==> config.mk <==
export PLATFORM = sky130hd
export DESIGN_NAME = pcs_lane_lock_ctrl
export DESIGN_NICKNAME = d
export VERILOG_FILES = /design/src/rtl/pcs_lane_pkg.sv /design/src/rtl/pcs_lane_hiber_mon.sv /design/src/rtl/pcs_lane_lock_ctrl.sv
export SDC_FILE = /design/constraint.sdc
export NUM_CORES = 1
export LEC_CHECK = 0
export CAP_MARGIN = 20
export CORE_MARGIN = 4
export CORE_UTILIZATION = 50
export DETAILED_ROUTE_END_ITERATION = 10
export PLACE_DENSITY = 0.73
export SLEW_MARGIN = 20
export SYNTH_ARGS = -nofsm -noshare
export SYNTH_HDL_FRONTEND = slang
export SYNTH_HIERARCHICAL = 1
export SYNTH_SLANG_ARGS = --single-unit
==> constraint.sdc <==
create_clock -name clk -period 6.7 [get_ports clk]
set_input_delay 1.34 -clock clk [delete_from_list [all_inputs] [get_ports clk]]
set_output_delay 1.34 -clock clk [all_outputs]
set_load 0.01 [all_outputs]
==> src/rtl/pcs_lane_pkg.sv <==
`default_nettype none
// ============================================================================
// Module   : pcs_lane_pkg
// Purpose  : Shared types, sync-header constants and helpers for the
//            25G PCS lane lock sequencer.
// Revision : 1.0 - initial release
// ============================================================================
package pcs_lane_pkg;

  // Lane lock sequencer states
  typedef enum logic [1:0] {
    UNLOCK   = 2'd0,
    SLIPWAIT = 2'd1,
    LOCKED   = 2'd2
  } lane_state_t;

  // The only two legal 64b/66b sync headers
  localparam logic [1:0] SH_DATA = 2'b01;
  localparam logic [1:0] SH_CTRL = 2'b10;

  // Number of illegal sync headers among the four carried with one beat
  function automatic logic [2:0] count_bad_sh(input logic [7:0] sh);
    logic [2:0] n;
    n = 3'd0;
    for (int i = 0; i < 4; i++) begin
      if ((sh[2*i +: 2] != SH_DATA) && (sh[2*i +: 2] != SH_CTRL)) begin
        n = n + 3'd1;
      end
    end
    return n;
  endfunction

endpackage
`default_nettype wire

==> src/rtl/pcs_lane_hiber_mon.sv <==
`default_nettype none
// ============================================================================
// Module   : pcs_lane_hiber_mon
// Purpose  : Hi-BER monitor. Counts illegal sync headers over fixed windows of
//            clk cycles while the lane is locked and updates the hi-BER flag
//            at the end of every window.
// Revision : 1.0 - initial release
// ============================================================================
module pcs_lane_hiber_mon #(
  parameter int HIBER_WINDOW = 3125,
  parameter int HIBER_THRESH = 97
) (
  input  logic       clk,
  input  logic       reset_n,
  input  logic       run,
  input  logic       beat_valid,
  input  logic [2:0] nbad,
  output logic       hi_ber
);

  localparam int          TW   = $clog2(HIBER_WINDOW) + 1;
  localparam int          CW   = $clog2(HIBER_THRESH) + 1;
  localparam int unsigned CMAX = (1 << CW) - 1;

  logic [TW-1:0] timer;
  logic [CW-1:0] count;
  logic [31:0]   sum;
  logic [31:0]   sat_sum;
  logic          window_end;

  // Count including this cycle's beat; the stored count saturates, which is
  // harmless because it only ever needs to reach the threshold.
  assign sum        = 32'(count) + (beat_valid ? 32'(nbad) : 32'd0);
  assign sat_sum    = (sum > CMAX) ? CMAX : sum;
  assign window_end = (timer == TW'(HIBER_WINDOW - 1));

  // Window timer, error accumulator and flag; leaving lock restarts the window
  // but the flag keeps its last verdict
  always_ff @(posedge clk) begin
    if (!reset_n) begin
      timer  <= '0;
      count  <= '0;
      hi_ber <= 1'b0;
    end else if (!run) begin
      timer <= '0;
      count <= '0;
    end else if (window_end) begin
      hi_ber <= (sum >= 32'(HIBER_THRESH));
      timer  <= '0;
      count  <= '0;
    end else begin
      timer <= timer + 1'b1;
      count <= sat_sum[CW-1:0];
    end
  end

endmodule
`default_nettype wire

==> src/rtl/pcs_lane_lock_ctrl.sv <==
`default_nettype none
// ============================================================================
// Module   : pcs_lane_lock_ctrl
// Purpose  : Per-lane receive sequencer: 64b/66b block lock on four sync
//            headers per 256-bit beat, gearbox slip requests, descrambler
//            enable/valid gating and warm-up error flagging.
//            Optional hi-BER monitor enabled by defining PCS_LANE_HIBER_EN.
// Revision : 1.0 - initial release
// ============================================================================
module pcs_lane_lock_ctrl
  import pcs_lane_pkg::*;
#(
  parameter int GOOD_CNT_TGT = 64,
  parameter int WINDOW       = 64,
  parameter int BAD_CNT_MAX  = 16,
  parameter int SLIP_WAIT    = 4,
  parameter int HIBER_WINDOW = 3125,
  parameter int HIBER_THRESH = 97
) (
  input  logic       clk,
  input  logic       reset_n,
  input  logic       in_enable,
  input  logic [7:0] in_sh,
  input  logic       in_sh_valid,
  output logic       out_slip,
  output logic       out_block_lock,
  output logic       out_desc_enable,
  output logic       out_desc_valid,
  output logic       out_data_error,
  output logic       out_hi_ber
);

  localparam int GW = $clog2(GOOD_CNT_TGT) + 1;
  localparam int SW = $clog2(WINDOW) + 1;
  localparam int BW = $clog2(BAD_CNT_MAX) + 1;
  localparam int WW = $clog2(SLIP_WAIT) + 1;

  lane_state_t state, state_nx;
  logic [GW-1:0] good_cnt, good_nx;
  logic [SW-1:0] sh_cnt, sh_nx;
  logic [BW-1:0] bad_cnt, bad_nx;
  logic [WW-1:0] wait_cnt, wait_nx;
  logic          warmup, warmup_nx;
  logic          slip_nx;
  logic [2:0]    nbad;
  logic [31:0]   good_sum, sh_sum, bad_sum, wait_sum;

  assign nbad = count_bad_sh(in_sh);

  // Candidate counter values evaluated at 32 bits so the threshold compares
  // cannot wrap in the narrow registers
  assign good_sum = 32'(good_cnt) + 32'd4;
  assign sh_sum   = 32'(sh_cnt) + 32'd4;
  assign bad_sum  = 32'(bad_cnt) + 32'(nbad);
  assign wait_sum = 32'(wait_cnt) + 32'd1;

  // State register plus counters, warm-up flag and registered status outputs
  always_ff @(posedge clk) begin
    if (!reset_n) begin
      state          <= UNLOCK;
      good_cnt       <= '0;
      sh_cnt         <= '0;
      bad_cnt        <= '0;
      wait_cnt       <= '0;
      warmup         <= 1'b0;
      out_slip       <= 1'b0;
      out_block_lock <= 1'b0;
    end else begin
      state          <= state_nx;
      good_cnt       <= good_nx;
      sh_cnt         <= sh_nx;
      bad_cnt        <= bad_nx;
      wait_cnt       <= wait_nx;
      warmup         <= warmup_nx;
      out_slip       <= slip_nx;
      out_block_lock <= (state_nx == LOCKED);
    end
  end

  // Next-state and counter update; a dropped lane enable overrides any slip
  always_comb begin
    state_nx  = state;
    good_nx   = good_cnt;
    sh_nx     = sh_cnt;
    bad_nx    = bad_cnt;
    wait_nx   = wait_cnt;
    warmup_nx = warmup;
    slip_nx   = 1'b0;
    if (!in_enable) begin
      state_nx  = UNLOCK;
      good_nx   = '0;
      sh_nx     = '0;
      bad_nx    = '0;
      wait_nx   = '0;
      warmup_nx = 1'b0;
    end else if (in_sh_valid) begin
      case (state)
        UNLOCK: begin
          if (nbad == 3'd0) begin
            if (good_sum >= 32'(GOOD_CNT_TGT)) begin
              state_nx  = LOCKED;
              good_nx   = '0;
              sh_nx     = '0;
              bad_nx    = '0;
              wait_nx   = '0;
              warmup_nx = 1'b1;
            end else begin
              good_nx = good_sum[GW-1:0];
            end
          end else begin
            slip_nx  = 1'b1;
            good_nx  = '0;
            state_nx = SLIPWAIT;
          end
        end
        SLIPWAIT: begin
          if (wait_sum >= 32'(SLIP_WAIT)) begin
            wait_nx  = '0;
            state_nx = UNLOCK;
          end else begin
            wait_nx = wait_sum[WW-1:0];
          end
        end
        LOCKED: begin
          // This beat is forwarded, so the descrambler is now primed
          warmup_nx = 1'b0;
          if (bad_sum >= 32'(BAD_CNT_MAX)) begin
            slip_nx  = 1'b1;
            state_nx = SLIPWAIT;
            good_nx  = '0;
            sh_nx    = '0;
            bad_nx   = '0;
            wait_nx  = '0;
          end else if (sh_sum >= 32'(WINDOW)) begin
            sh_nx  = '0;
            bad_nx = '0;
          end else begin
            sh_nx  = sh_sum[SW-1:0];
            bad_nx = bad_sum[BW-1:0];
          end
        end
        default: begin
          state_nx = UNLOCK;
        end
      endcase
    end
  end

  // Descrambler gating, zero latency from the beat inputs
  always_comb begin
    out_desc_enable = in_enable & (state == LOCKED);
    out_desc_valid  = in_enable & in_sh_valid & (state == LOCKED);
    out_data_error  = out_desc_valid & (warmup | (nbad != 3'd0));
  end

`ifdef PCS_LANE_HIBER_EN
  pcs_lane_hiber_mon #(
    .HIBER_WINDOW (HIBER_WINDOW),
    .HIBER_THRESH (HIBER_THRESH)
  ) u_hiber_mon (
    .clk        (clk),
    .reset_n    (reset_n),
    .run        (in_enable & (state == LOCKED)),
    .beat_valid (in_sh_valid),
    .nbad       (nbad),
    .hi_ber     (out_hi_ber)
  );
`else
  // Hi-BER parameters stay in the interface so both builds instantiate alike;
  // here they only feed a constant that is masked off.
  localparam logic HIBER_CFG_SET = (HIBER_WINDOW > 0) && (HIBER_THRESH > 0);
  assign out_hi_ber = HIBER_CFG_SET & 1'b0;
`endif

endmodule
`default_nettype wire

* Yosys cells after proc, flatten, opt, wreduce, memory -nomap -nowiden
Index checks and enable logic that the tools add are counted.
Word-level totals: output and inout port bits 6, input port bits 12, bits in registers 27
Operators by class: $add $sub $neg 7, order comparisons 4, eq/ne operators 14, bitwise gates (word level) 5, mux-type cells 36, reductions and logical operators 14
Operators by type and width (count):
- 7-bit two-way mux | 7
- 7-bit one-hot mux with 2 select lines | 2
- 3-bit two-way mux | 7
- 5-bit two-way mux | 4
- 7-bit by 3-bit adder with 8-bit output, second input constant | 2
- 8-bit by 7-bit greater-or-equal comparator with 1-bit output, second input constant | 2
- 2-bit inequality test, second input constant | 7
- 2-bit two-way mux | 6
- 5-bit one-hot mux with 2 select lines | 1
- 3-bit by 1-bit adder with 3-bit output, second input constant | 3
- 3-bit one-hot mux with 3 select lines | 1
- 2-bit by 1-bit inequality test with 1-bit output, second input constant | 4
- 5-bit by 3-bit adder with 6-bit output | 1
- 6-bit by 5-bit greater-or-equal comparator with 1-bit output, second input constant | 1
- 2-bit one-hot mux with 3 select lines | 1
- 3-bit AND reduction | 2
- 3-bit nonzero test | 2
- 1-bit two-way mux | 5
- 5-bit AND reduction | 1
- 3-bit by 1-bit adder with 4-bit output, second input constant | 1
- 1-bit bitwise AND | 4
- 2-bit == test, second input constant | 2
- 4-bit by 3-bit greater-or-equal comparator with 1-bit output, second input constant | 1
- 1-bit logical AND | 4
- other kinds (8) | 9

* Logic depth before layout (Yosys ltp)
word-level depth 16, mapped depth 15, depth with buffers taken out 14

* Worst setup path after synthesis
No wires, ideal clock.
kind input port to output port, start input port in_sh[2], end output port out_data_error, stages on the path 9, arrival time 3.461 ns, path buffers 0, slack 1.899 ns, cell sequence xnor2_1 > inv_1 > ha_1 > xnor3_2 > ha_1 > nor3b_2 > a211o_1 > nand2_1 > o21a_1
On the way: cells in the longest elaborated chain, start to end 10
RTL lines:
- from (decl) | line pcs_lane_lock_ctrl.sv:23 | input logic [7:0] in_sh,
- 2-bit by 1-bit inequality test with 1-bit output or 2-bit inequality test (tied branches) | line pcs_lane_pkg.sv:26 | if ((sh[2*i +: 2] != SH_DATA) && (sh[2*i +: 2] != SH_CTRL)) begin
- 1-bit logical AND * | line pcs_lane_pkg.sv:26
- 3-bit two-way mux * | line pcs_lane_pkg.sv:26
- 3-bit by 1-bit adder with 3-bit output | line pcs_lane_pkg.sv:27 | n = n + 3'd1;
- 3-bit two-way mux * | line pcs_lane_pkg.sv:26
- 3-bit by 1-bit adder with 3-bit output | line pcs_lane_pkg.sv:27
- 3-bit two-way mux * | line pcs_lane_pkg.sv:26
- 3-bit nonzero test * | line pcs_lane_lock_ctrl.sv:153 | out_data_error = out_desc_valid & (warmup | (nbad != 3'd0));
- 1-bit OR * | line pcs_lane_lock_ctrl.sv:153
- 1-bit bitwise AND * | line pcs_lane_lock_ctrl.sv:153
- to (decl) | line pcs_lane_lock_ctrl.sv:29 | output logic out_data_error,
Every way passes the cells marked *; elsewhere a longest branch is shown, timed or not.

* Worst setup path after layout
Same ends and word-level chain as after synthesis.

==> flow_metrics.env <==
export IMPL_path_cells="clkdlybuf4s50_1 > xnor2_1 > inv_1 > ha_1 > xnor3_2 > ha_1 > nor3b_2 > a211o_1 > nand2_1 > o21a_1 > clkdlybuf4s50_1"
export IMPL_hp_start="wait_cnt[2]"
export IMPL_cts_resized=0
export IMPL_clock_skew_ns=0.001416
export IMPL_p_total_mw=0.2915
export IMPL_fin_crit_sh_pct=87.94
export IMPL_hold_path_class="register to register"
export IMPL_fin_util_pct=60.83
export IMPL_cpMaxStageDelayCell="xnor3_2"
export IMPL_fin_area_um2=1735
export IMPL_synth_edf_count=0
export IMPL_crit_path_start_kind="primary input"
export IMPL_wl_per_cell_um=14.36
export IMPL_grt_start_max_net_pins=14
export IMPL_rsz0062_at_grt="false"
export IMPL_diodes=0
export IMPL_vias=1327
export IMPL_crit_type="primary input to output pin"
export IMPL_grt_pass1_vias=1340
export IMPL_worst_slack_ns=0.8078
export IMPL_cts_buffers=3
export IMPL_first_pass_iters=4
export IMPL_drc=0
export IMPL_regArea_um2=460.4
export IMPL_max_stage_delay_ns=0.48
export IMPL_finalSetupTns_ns=0
export IMPL_hold_buffers=0
export IMPL_io_buffer_count=16
export IMPL_clockBufferDepth=2
export IMPL_clkLatencyLatePin_ns=0.31
export IMPL_dp_cells=211
export IMPL_ys_types=55
export IMPL_worst_pin_slew_ns=0.6779
export IMPL_die_h_um=63.41
export IMPL_die_area_um2=4021
export IMPL_finalNetCount=207
export IMPL_viasPerCell=6.172
export IMPL_holdWs_ns=0.4672
export IMPL_setup_worst_path_end_class="output pin"
export IMPL_routabilityCongestion=0.9000
export IMPL_p_leak_nw=0.7072
export IMPL_antenna_found_initial=0
export IMPL_die_w_um=63.41
export IMPL_outcome="finished clean"
export IMPL_setup_viol=0
export IMPL_hold_violations=0
export IMPL_cts_clk_slew_worst_paths_ns=0.13
export IMPL_crit_fanout=4
export IMPL_wirelength_mm=3.088
export IMPL_floorplan_rows=19
export IMPL_drt_iter0_markers=182
export IMPL_grt_pass1_wl_mm=5.644
export IMPL_maxCapViolCount=0
export IMPL_async_reset_ff_share_pct=0
export IMPL_cp_required_ns=5.36
export IMPL_critPathBufInv=3
export IMPL_multi_input_area_um2=1022
export IMPL_areaGrowthSynthToFinish_pct=13.04
export IMPL_synth_area_per_cell_um2=9.031
export IMPL_clock_sinks=23
export IMPL_postSynthCellCount=170
export IMPL_synth_net_count=192
export IMPL_crit_family="buffers and inverters"
export IMPL_post_cts_buffers=0
export IMPL_startpoint="in_sh[2]"
export IMPL_cts_tree="done"
export IMPL_maxSlewViolCount=0
export IMPL_globalRoute_totalOverflow=0
export IMPL_hpwl_mm=2.466
export IMPL_synth_area_um2=1535
export IMPL_ios=18
export IMPL_drtAntennaViolNets=0
export IMPL_max_freq_mhz=169.7
export IMPL_root_buffer="clkbuf_4"
export IMPL_start_util_pct=53.82
export IMPL_seq_area_frac_synth_pct=29.99
export IMPL_instances_no_fill=215
export IMPL_pre_cts_ws_ns=0.7957
export IMPL_synth_warnings=6
export IMPL_powerDensity_nw_per_um2=168.0
export IMPL_ys_ff_latch=23
export IMPL_period_minus_slack_ns=5.892
export IMPL_core_um2=2853
export IMPL_critPathArrivalTime_ns=4.55
export IMPL_relSlewSlack_pct=54.71
export IMPL_htree_num_levels=1
export IMPL_grt_usage_pct=16.75
export IMPL_r2r_start="bad_cnt[0]"
export IMPL_synth_main_ff_cell="dfxtp_1"
export IMPL_vdd_drop_max_uv=88.00
export IMPL_placed_area_um2=1708
export IMPL_layout_drive_gt1_share_pct=10.87
export IMPL_fill_cells=259
==> layout by cell type, fill, tap and decap left out, types with 3 or more instances in the layout <==
master / count
clkdlybuf4s50_1: 16
nand2_1: 9
a221oi_1: 5
xnor2_1: 3
a22o_1: 4
a21oi_1: 11
clkbuf_4: 3
dfxtp_1: 23
nor2b_1: 3
nor3_1: 3
nor2_1: 14
inv_1: 6
o31ai_1: 4
ha_1: 9
and3_1: 5
nand3_1: 5
and2_1: 5
a21o_1: 3
xnor2_2: 3
nand2b_1: 3
a32o_1: 4
==> final timing paths <==
kind	slack, ns	end	cells after the start
worst max register to register	4.22	good_cnt[5]	7
worst min register to register	0.47	wait_cnt[2]	2
worst min-delay path	0.47	wait_cnt[2]	2
worst max-delay path	0.81	out_data_error	11
==> cells in the mapped netlist (2+ instances only) <==
cell      instances  share of area, %
xnor2_1           3               1.7
a21bo_2           2               1.3
nor2_1           14               3.4
or4_1             2              0.98
inv_1             6               1.5
a32o_1            4               2.6
o31ai_1           4               2.0
ha_1              9               7.3
mux2i_1           2               1.3
or3_1             2              0.81
a221oi_1          5               2.9
nor2b_1           3               1.2
clkbuf_1          5               1.2
nand2_1           9               2.2
a22o_1            4               2.3
nand3_1           5               1.6
xor2_1            2               1.1
a21o_1            3               1.5
nand2b_1          3               1.2
dfxtp_1          23                30
nor3_1            3              0.98
a21boi_0          2              0.98
o21a_1            2              0.98
xnor2_2           3               3.2
and3_1            5               2.0
and2_1            5               2.0
o21ai_0           2              0.65
a21oi_1          11               3.6
==> logic make-up after synthesis <==
kind of cell / share of synthesized area, %
XOR/XNOR: 7.580
flip-flops: 29.99
multiplexers: 2.037
adder cells (fa/ha/maj): 8.639
buffers and inverters: 3.423
AO/OA/AOI/OAI: 26.57
other: 0.2443
AND/OR/NAND/NOR: 21.52
==> layout make-up <==
cell class / count / area share, %
clock inverter: 1 / 0.2884
inverter: 7 / 1.514
sequential: 23 / 26.53
tap: 31 / 2.235
timing repair buffer: 16 / 9.229
clock buffer: 3 / 1.298
multi-input combinational: 134 / 58.90
==> routing by layer <==
| layer | up-vias | track usage [%] | wire, µm |
|---|---|---|---|
| met5 | - | 0 | 0 |
| met4 | 0 | 5.121 | 33 |
| met3 | 4 | 3.197 | 142 |
| met2 | 26 | 28.94 | 1523 |
| met1 | 629 | 20.90 | 1388 |
| li1 | 668 | - | - |
==> state kept, by name, summed over array words and instances (netlist names) <==
| name | cells |
|---|---|
| bad_cnt | 5 |
| good_cnt | 5 |
| out_block_lock | 1 |
| out_slip | 1 |
| sh_cnt | 5 |
| state | 2 |
| wait_cnt | 3 |
| warmup | 1 |
==> worst reg2reg max path: cells and delay by family (launching register included) <==
kind / cells / cell delay, ns
compound gates: 2 / 0.51
simple gates: 3 / 0.93
fa+ha+maj: 2 / 0.63
flops: 1 / 0.34
==> where the power goes <==
part / total (mW) / internal [mW] / switching (mW)
logic: 0.0855 / 0.0381 / 0.0474
registers: 0.140 / 0.138 / 0.00152
clock network: 0.0661 / 0.0223 / 0.0438
total: 0.292 / 0.199 / 0.0927
No activity file was read; power rests on OpenSTA's default activity.
